`src/rtl/hazard_response_ctrl_if.sv`:
```
// Request/control bundle between the decode/execute/memory stages and the pipeline sequencer.
// The pipeline side (master) raises hazard requests; the sequencer (slave) returns stage controls.
interface hazard_response_ctrl_if;
  logic load_use_stall;
  logic branch_taken_ex;
  logic ret_decode;
  logic pc_load_valid;
  logic int_req;

  logic pc_write_en;
  logic ifid_write_en;
  logic ifid_flush;
  logic idex_bubble;
  logic int_ack;

  modport master (
    output load_use_stall, branch_taken_ex, ret_decode, pc_load_valid, int_req,
    input  pc_write_en, ifid_write_en, ifid_flush, idex_bubble, int_ack
  );

  modport slave (
    input  load_use_stall, branch_taken_ex, ret_decode, pc_load_valid, int_req,
    output pc_write_en, ifid_write_en, ifid_flush, idex_bubble, int_ack
  );
endinterface

```
`src/rtl/hazard_response_ctrl.sv`:
```
// Pipeline hazard sequencer: same-cycle stage controls from state and requests, multi-cycle
// RET/RTI and interrupt-entry sequences, saturating stall counter and sticky RET-timeout flag.
module hazard_response_ctrl #(
  parameter int RET_TIMEOUT = 4,
  parameter int INT_LATENCY = 2,
  parameter int CNT_W       = 3,
  parameter int STAT_W      = 16
) (
  input  logic                  clk,
  input  logic                  reset,
  hazard_response_ctrl_if.slave hz,
  input  logic                  clr_stats,
  output logic                  hazard_err,
  output logic [1:0]            state_dbg,
  output logic [STAT_W-1:0]     stall_cycles
);

  localparam logic [1:0] ST_RUN       = 2'd0;
  localparam logic [1:0] ST_RET_WAIT  = 2'd1;
  localparam logic [1:0] ST_INT_ENTRY = 2'd2;

  localparam logic [CNT_W-1:0] RET_INIT = CNT_W'(RET_TIMEOUT - 1);
  localparam logic [CNT_W-1:0] INT_INIT = CNT_W'(INT_LATENCY - 1);

  logic [1:0]        state_q, state_d;
  logic [CNT_W-1:0]  cnt_q, cnt_d;
  logic              err_q, err_d;
  logic [STAT_W-1:0] stall_q, stall_d;

  logic pc_we, ifid_we, flush, bubble, ack;

  always_comb begin
    // NOTE: every comb output gets a default first so no path leaves it unassigned (no latches).
    state_d = state_q;
    cnt_d   = cnt_q;
    err_d   = err_q;
    pc_we   = 1'b1;
    ifid_we = 1'b1;
    flush   = 1'b0;
    bubble  = 1'b0;
    ack     = 1'b0;

    case (state_q)
      ST_RUN: begin
        if (hz.branch_taken_ex) begin
          flush  = 1'b1;
          bubble = 1'b1;
        end else if (hz.load_use_stall) begin
          pc_we   = 1'b0;
          ifid_we = 1'b0;
          bubble  = 1'b1;
        end else if (hz.ret_decode) begin
          // RET itself moves on into ID/EX; only the younger fetch is squashed.
          pc_we   = 1'b0;
          flush   = 1'b1;
          state_d = ST_RET_WAIT;
          cnt_d   = RET_INIT;
        end else if (hz.int_req) begin
          pc_we   = 1'b0;
          flush   = 1'b1;
          bubble  = 1'b1;
          state_d = ST_INT_ENTRY;
          cnt_d   = INT_INIT;
        end
      end

      ST_RET_WAIT: begin
        flush  = 1'b1;
        bubble = 1'b1;
        if (hz.pc_load_valid) begin
          state_d = ST_RUN;
        end else begin
          pc_we = 1'b0;
          if (cnt_q == '0) begin
            err_d   = 1'b1;
            state_d = ST_RUN;
          end else begin
            cnt_d = cnt_q - CNT_W'(1);
          end
        end
      end

      ST_INT_ENTRY: begin
        flush  = 1'b1;
        bubble = 1'b1;
        if (cnt_q == '0) begin
          ack     = 1'b1;
          state_d = ST_RUN;
        end else begin
          pc_we = 1'b0;
          cnt_d = cnt_q - CNT_W'(1);
        end
      end

      default: state_d = ST_RUN;
    endcase

    // Async reset must also force the control outputs immediately, not just the state.
    if (reset) begin
      pc_we   = 1'b1;
      ifid_we = 1'b1;
      flush   = 1'b0;
      bubble  = 1'b0;
      ack     = 1'b0;
    end
  end

  always_comb begin
    stall_d = stall_q;
    if (clr_stats)
      stall_d = '0;
    else if (!pc_we && stall_q != '1)
      stall_d = stall_q + STAT_W'(1);
  end

  always_ff @(posedge clk or posedge reset) begin
    // NOTE: sequential state uses non-blocking assignments so all registers update together.
    if (reset) begin
      state_q <= ST_RUN;
      cnt_q   <= '0;
      err_q   <= 1'b0;
      stall_q <= '0;
    end else begin
      state_q <= state_d;
      cnt_q   <= cnt_d;
      err_q   <= err_d;
      stall_q <= stall_d;
    end
  end

  assign hz.pc_write_en   = pc_we;
  assign hz.ifid_write_en = ifid_we;
  assign hz.ifid_flush    = flush;
  assign hz.idex_bubble   = bubble;
  assign hz.int_ack       = ack;

  assign hazard_err   = err_q;
  assign state_dbg    = state_q;
  assign stall_cycles = stall_q;

endmodule

```
`src/flat_wrapper.sv`:
```
// flat-port wrapper written by rule: the top's interface ports become plain ports
module hazard_response_ctrl_flat 
#(
  parameter int RET_TIMEOUT = 4,
  parameter int INT_LATENCY = 2,
  parameter int CNT_W       = 3,
  parameter int STAT_W      = 16
)
  (clk, reset, clr_stats, hazard_err, state_dbg, stall_cycles, hz_load_use_stall, hz_branch_taken_ex, hz_ret_decode, hz_pc_load_valid, hz_int_req, hz_pc_write_en, hz_ifid_write_en, hz_ifid_flush, hz_idex_bubble, hz_int_ack);
  hazard_response_ctrl_if hz_i ();
  input  logic clk;
  input  logic reset;
  input  logic clr_stats;
  output logic hazard_err;
  output logic [1:0] state_dbg;
  output logic [STAT_W-1:0] stall_cycles;
  input wire logic [$bits(hz_i.load_use_stall)-1:0] hz_load_use_stall;
  input wire logic [$bits(hz_i.branch_taken_ex)-1:0] hz_branch_taken_ex;
  input wire logic [$bits(hz_i.ret_decode)-1:0] hz_ret_decode;
  input wire logic [$bits(hz_i.pc_load_valid)-1:0] hz_pc_load_valid;
  input wire logic [$bits(hz_i.int_req)-1:0] hz_int_req;
  output wire logic [$bits(hz_i.pc_write_en)-1:0] hz_pc_write_en;
  output wire logic [$bits(hz_i.ifid_write_en)-1:0] hz_ifid_write_en;
  output wire logic [$bits(hz_i.ifid_flush)-1:0] hz_ifid_flush;
  output wire logic [$bits(hz_i.idex_bubble)-1:0] hz_idex_bubble;
  output wire logic [$bits(hz_i.int_ack)-1:0] hz_int_ack;
  assign hz_i.load_use_stall = hz_load_use_stall;
  assign hz_i.branch_taken_ex = hz_branch_taken_ex;
  assign hz_i.ret_decode = hz_ret_decode;
  assign hz_i.pc_load_valid = hz_pc_load_valid;
  assign hz_i.int_req = hz_int_req;
  assign hz_pc_write_en = hz_i.pc_write_en;
  assign hz_ifid_write_en = hz_i.ifid_write_en;
  assign hz_ifid_flush = hz_i.ifid_flush;
  assign hz_idex_bubble = hz_i.idex_bubble;
  assign hz_int_ack = hz_i.int_ack;
  hazard_response_ctrl #(.RET_TIMEOUT(RET_TIMEOUT), .INT_LATENCY(INT_LATENCY), .CNT_W(CNT_W), .STAT_W(STAT_W)) u_core (.clk(clk), .reset(reset), .hz(hz_i), .clr_stats(clr_stats), .hazard_err(hazard_err), .state_dbg(state_dbg), .stall_cycles(stall_cycles));
endmodule
```
`config.mk`:
```
export PLATFORM = sky130hd
export DESIGN_NAME = hazard_response_ctrl_flat
export DESIGN_NICKNAME = d
export VERILOG_FILES = /design/src/rtl/hazard_response_ctrl_if.sv /design/src/rtl/hazard_response_ctrl.sv /design/src/flat_wrapper.sv
export SDC_FILE = /design/constraint.sdc
export NUM_CORES = 1
export LEC_CHECK = 0
export ABC_AREA = 1
export ABC_CLOCK_PERIOD_IN_PS = 1700
export CAP_MARGIN = 25
export CELL_PAD_IN_SITES_DETAIL_PLACEMENT = 2
export CELL_PAD_IN_SITES_GLOBAL_PLACEMENT = 2
export CORE_MARGIN = 5
export CORE_UTILIZATION = 26
export CTS_BUF_LIST = sky130_fd_sc_hd__clkbuf_2
export DETAILED_ROUTE_END_ITERATION = 16
export PLACE_DENSITY_LB_ADDON = 0.08
export SYNTH_ARGS = -nofsm -noshare
export SYNTH_HDL_FRONTEND = slang
export SYNTH_SLANG_ARGS = --single-unit
```
`constraint.sdc`:
```
create_clock -name clk -period 1.7 [get_ports clk]
set_input_delay 0.34 -clock clk [delete_from_list [all_inputs] [get_ports clk]]
set_output_delay 0.34 -clock clk [all_outputs]
set_load 0.01 [all_outputs]
```
Yosys cells after proc, flatten, opt, wreduce, memory -nomap -nowiden

Index checks and enable logic that the tools add are counted.

Bitwise logic cells: 1
Multiplexer cells: 41
$add $sub $neg: 2
Reduce and logical (&&, ||, !) cells: 10
Eq/ne operators: 7

Operators with widths:

| kind                    | count |
|---|---|
| $mux W16                | 2 |
| $mux W1                 | 22 |
| $mux W3                 | 6 |
| $add A16 B1 Y16 const B | 1 |
| $ne A16 B16 Y1 const B  | 1 |
| $mux W2                 | 6 |
| $pmux W3 S3             | 1 |
| $ne A2 B2 Y1 const B    | 3 |
| $pmux W2 S3             | 1 |
| $reduce_and A3 Y1       | 2 |
| $reduce_and A5 Y1       | 1 |
| $pmux W1 S2             | 2 |
| $logic_not A3 Y1        | 1 |
| $ne A3 B3 Y1 const B    | 1 |
| $pmux W1 S3             | 1 |
| $reduce_bool A3 Y1      | 1 |
| $sub A3 B1 Y3 const B   | 1 |
| $eq A2 B1 Y1 const B    | 1 |
| $eq A2 B2 Y1 const B    | 1 |
| $logic_not A2 Y1        | 1 |
| $reduce_bool A2 Y1      | 1 |
| $reduce_or A2 Y1        | 1 |
| $logic_and A1 B1 Y1     | 1 |
| $logic_not A1 Y1        | 1 |
| $not A1 Y1              | 1 |

Bits of input ports: 8
Output and inout bits: 24
Flip-flop bits (word level): 22
Word-level logic and storage cells: 65

Logic depth before layout (Yosys ltp)

Word-level depth: 10
Mapped depth: 12
Depth with buffers taken out: 12

Least setup slack after synthesis

Ideal clock, no wire load.

Path kind: register to register
Start point: register u_core.state_q[0], in the netlist u_core.state_dbg[0]
End point: register u_core.stall_q[15], in the netlist u_core.stall_cycles[15]
Setup time: 0.118 ns
Path slack: -0.107 ns
Data required time: 1.582 ns
Clock period less this slack: 1.807 ns
Cell stages (with the launch flop): 13
Buffers on the path: 2
Arrival time: 1.689 ns
Cell sequence: dfrtp_1 > inv_1 > ha_1 > buf_6 > nand2_2 > nand2_1 > nor2_1 > nand2_2 > nor2_4 > nor2_8 > buf_6 > nand2_1 > nand2_1

Word-level cells in the longest chain between the ends: 6
Elaborated cells on any way between the ends: 8
Those cells by class: eq/ne (2); mux (2); reduce/logical (4)

Ends and longest elaborated chain:

| element                                 | RTL line                    | text |
|---|---|---|
| start: declaration                      | hazard_response_ctrl.sv:25  | `logic [1:0] state_q, state_d;` |
| start signal: assignment                | hazard_response_ctrl.sv:124 | `state_q <= state_d;` |
| $eq A2 B2 Y1 (tied with other cells)    | hazard_response_ctrl.sv:43  | `case (state_q)` |
| $pmux W1 S3 (*)                         | hazard_response_ctrl.sv:43  |  |
| $mux W1 (*)                             | hazard_response_ctrl.sv:99  | `if (reset) begin` |
| net hz_pc_write_en                      | flat_wrapper.sv:22          | `output wire logic [$bits(hz_i.pc_write_en)-1:0] hz_pc_write_en;` |
| $logic_not A1 Y1 (*)                    | hazard_response_ctrl.sv:112 | `else if (!pc_we && stall_q != '1)` |
| $logic_and A1 B1 Y1 (*)                 | hazard_response_ctrl.sv:112 |  |
| $reduce_bool A2 Y1 (no source line) (*) | -                           |  |
| end signal: assignment                  | hazard_response_ctrl.sv:127 | `stall_q <= stall_d;` |
| end: declaration                        | hazard_response_ctrl.sv:28  | `logic [STAT_W-1:0] stall_q, stall_d;` |

Mark *: on every way through the listed nets, which the timed path passes. The rest lies on a longest branch.
A chain may end at the register's enable or synchronous reset.

Final worst setup path

Start point: register u_core.state_q[0], in the netlist u_core.state_dbg[0]
End point: output hz_idex_bubble

Word-level cells in the longest chain between the ends: 4
Elaborated cells on any way between the ends: 6
Those cells by class: eq/ne (2); mux (2); reduce/logical (2)

Ends and longest elaborated chain:

| element                                             | RTL line                   | text |
|---|---|---|
| $eq A2 B1 Y1 / $eq A2 B2 Y1 (equally long branches) | hazard_response_ctrl.sv:43 |  |
| $reduce_or A2 Y1 (no source line)                   | -                          |  |
| $pmux W1 S2 (*)                                     | hazard_response_ctrl.sv:43 |  |
| $mux W1 (*)                                         | hazard_response_ctrl.sv:99 |  |
| end: declaration                                    | flat_wrapper.sv:25         | `output wire logic [$bits(hz_i.idex_bubble)-1:0] hz_idex_bubble;` |

Mark *: on every way between the ends. The rest lies on a longest branch, timed or not.

==> summary.md <==
The final weighted congestion in routability-driven placement was 0.7333. The logs give 2 for the maximum count of clock buffers along a single path and -0.13 ns for the reg2reg setup slack. The initial detailed-routing violation count is 17, and the largest fanout on the critical path is 7. The total overflow left after global routing is 0. Counting I/O delays and the setup requirement, the final critical path takes 2.008 ns. The analysis attributes to cell leakage a power of 1.303 nW. Adding up every negative setup slack in the final design gives -3.010 ns. For this run, the post-layout net count is 313.

The tools report the maximum achievable frequency as 498.0 MHz. In this run the remaining antenna-violating nets after routing total 0. The total of buffers placed on input and output ports is 31, and the number of buffers inserted during clock tree synthesis is 3. CTS placed an instance of sky130_fd_sc_hd__clkbuf_2 at the clock tree root.

The tools report the type of element capturing the critical path as a primary output. The tools report the final standard cell area without fillers as 0.002397 mm². The core region is 0.005574 mm².

The tools report the via count of the first global-routing pass as 1966. The run gives 9.528 mm as the first-pass GRT wire length. TritonCTS built the clock tree. The number of antenna diodes in the final layout is 0. The initialized floorplan defines 27 standard-cell rows. Number of antenna violations at the first check in global routing: 0. The final core area utilization came out at 43.01%.

The synthesized netlist net count was 226. The final number of max-transition violations came out at 0. The number of primary I/O pins is 32, and the clock transition time at the flip-flop clock pins of the worst setup and hold paths is 0.25 ns. In the routed design, unresolved DRC markers number 0. The global-route usage over all layers was 16.34%; the number of warning messages in the yosys log was 0. The layout overhead on the synthesized area came out at 59.27%. Post-place setup slack: -0.5476 ns.

After synthesis, flip-flops and latches occupy 36.58% of the total area. The average instance in the mapped netlist occupies 7.134 µm². The synthesized netlist occupies a cell area of 0.001505 mm². The detailed router put a total of 2.372 mm of wire on met1.

The footprint of the multi-input gates came out at 952.2 µm². The checks that failed: setup timing. Entering global routing, the biggest net connects 23 pins. The routed length on met3 is 161 µm. On the final layout, the worst clock skew is 0.008836 ns. In this run, distinct cell masters in the synthesized netlist total 24. The share of post-route cells with drive strength above 1 is 33.33%. The most common flop cell mapped by yosys is sky130_fd_sc_hd__dfrtp_1.

Measured against its own limit, the worst slew margin works out to 78.24%. Worst min-delay path category: reg2reg. The run gives 5.644 mm as the total wire length. Dividing total power by cell area gives a power density of 971.7 mW/mm².

Counting every sink on the clock net gives 22. Across the whole layout, storage elements account for 554.3 µm². The number of stages on the worst hold path works out to 1. The depth of the most critical reg-to-reg path came out at 12. For the pin with the worst max-slew slack, the measured transition is 0.3264 ns.

The tools report the total via count in the routed design as 1711. In the final routed layout, each cell accounts on average for 15.30 µm. The flow ran to the end, but the final reports show violations. The required arrival time at the worst endpoint was 1.36 ns; the number of synthesized flops with an enable pin was 0.

For the final hold violation count, the log shows 0. The startpoint kind of the worst setup timing path was a register. Counting flops with an async set or reset pin after synthesis yields a share of 100.0%.

Once placement finished, the instance area stood at 0.002186 mm². Dividing the detail-routed via count by the number of cells gives 4.637. Across the run, the number of max-cap violations was 0.

In this run the horizontal extent of the chip is 86.09 µm. The die is 86.09 µm tall. Setup violations remaining at the end of the flow were counted as 23. The logs give 0.38 ns for the later-pin clock latency in the skew report and 0.0003968 V for the peak supply drop.

The setup path with the least slack is of type reg2out. Counting the fill cells in the layout gives 673. In the synthesized netlist, the number of instances is 211. Setup repair after global routing could not meet its margin everywhere.

The run gives 1 as the number of levels the H-tree was split into. Data arrival time of the critical path: 1.67 ns. The run gives -0.3080 ns as the worst setup slack after layout. The die covers 0.007411 mm². The register bit total from synthesis works out to 22. For the number of buffers added to fix hold violations after cts, the log shows 0. For the routed wire length on met2, the log shows 3.035 mm. Once the floorplan was initialized, standard cells occupied 27.00% of the core.

Uppermost signal routing layer after detailed routing: met4. Before antenna repair, the detailed router went through 2 iterations. Of the available clock period, the critical path in the final layout requires 118.1%. The half-perimeter wire length after detailed placement came out at 4.099 mm.
==> final cells by class <==
class,instances,area share (%)
tap,72,3.758
clock buffer,3,0.6263
multi-input combinational,164,39.72
inverter,24,3.862
sequential,22,23.12
timing repair buffer,83,28.76
clock inverter,1,0.1566
==> Yosys cell counts, types with 2 or more instances <==
library cell / number / share of area, %
sky130_fd_sc_hd__inv_1: 22 / 5.5
sky130_fd_sc_hd__nand2_2: 4 / 1.7
sky130_fd_sc_hd__nand3_1: 8 / 2.7
sky130_fd_sc_hd__nor2_4: 2 / 1.5
sky130_fd_sc_hd__xnor2_1: 3 / 1.7
sky130_fd_sc_hd__buf_6: 2 / 1.5
sky130_fd_sc_hd__or2_2: 2 / 0.83
sky130_fd_sc_hd__a21oi_1: 4 / 1.3
sky130_fd_sc_hd__dfrtp_1: 22 / 37
sky130_fd_sc_hd__o21bai_1: 3 / 1.5
sky130_fd_sc_hd__inv_2: 2 / 0.50
sky130_fd_sc_hd__o22ai_1: 2 / 0.83
sky130_fd_sc_hd__nand2_1: 78 / 19
sky130_fd_sc_hd__xor2_1: 5 / 2.9
sky130_fd_sc_hd__o21ai_0: 6 / 2.0
sky130_fd_sc_hd__ha_1: 7 / 5.8
sky130_fd_sc_hd__nand4_1: 10 / 4.2
sky130_fd_sc_hd__nor2_1: 23 / 5.7
==> metal layers <==
metal	track usage (%)	vias up
met5	0	-
met4	3.885	0
met3	2.305	7
met2	31.39	24
met1	18.72	834
li1	-	846
==> registers in the layout, summed over array words and instances (netlist names) <==
signal               count
u_core.cnt_q             3
u_core.hazard_err        1
u_core.stall_cycles     16
u_core.state_dbg         2
==> what timing repair did <==
action                     CTS  global route
setup endpoints to repair   42            28
buffers inserted            14             3
pin swaps                   12             7
resized for setup           53            19
cloned                       1             0
==> cells in the final DEF (no fill, tap or decap), drive strengths merged, types with 2 or more instances in the layout <==
master / n
buf: 57
xnor2: 3
o21ai: 6
clkbuf: 3
nor2: 28
o21bai: 3
inv: 24
ha: 7
a21oi: 4
o22ai: 2
or2: 2
nand2: 82
nand4: 10
clkdlybuf4s50: 7
dlygate4sd2: 16
dlymetal6s2s: 3
nand3: 8
xor2: 5
dfrtp: 22
==> through the flow <==
step / hold WS, ns / total power, W / cells
CTS: 0.4885 / 0.002240 / 367
global placement: 0.4427 / 0.001837 / 348
detailed placement: 0.4503 / 0.001878 / 348
finish: 0.4929 / 0.002329 / 369
global route: 0.5040 / 0.002541 / 369
floorplan: 0.3378 / 0.001282 / 211
==> report_power, final <==
group / internal (W) / switching [W] / leakage (nW)
Combinational: 0.000700 / 0.000722 / 0.998
Clock: 0.0000510 / 0.000199 / 0.0140
Sequential: 0.000601 / 0.0000567 / 0.291
Total: 0.00135 / 0.000978 / 1.30
==> cell families after synthesis <==
family                   share of synthesized area [%]
AND/OR/NAND/NOR                                  38.24
XOR/XNOR                                         4.655
adder cells (fa/ha/maj)                          5.819
buffers and inverters                            7.481
AO/OA/AOI/OAI                                    7.232
flip-flops                                       36.58
==> path summary, 6_finish.rpt <==
kind | startpoint | to
setup / recovery | u_core.state_dbg[0] | hz_idex_bubble
hold / removal | u_core.hazard_err | u_core.hazard_err
setup reg to reg | u_core.state_dbg[1] | u_core.stall_cycles[2]
hold reg to reg | u_core.hazard_err | u_core.hazard_err
max in group asynchronous | reset | u_core.stall_cycles[13]
min in group asynchronous | reset | u_core.stall_cycles[14]
==> worst max-delay path, cell delays in order, from the launching register on <==
cell                      delay (ns)
sky130_fd_sc_hd__dfrtp_1        0.49
sky130_fd_sc_hd__inv_2          0.12
sky130_fd_sc_hd__ha_4           0.21
sky130_fd_sc_hd__nand2_1        0.10
sky130_fd_sc_hd__a41oi_2        0.21
sky130_fd_sc_hd__buf_2          0.16
Power figures use the tool's default switching activity.
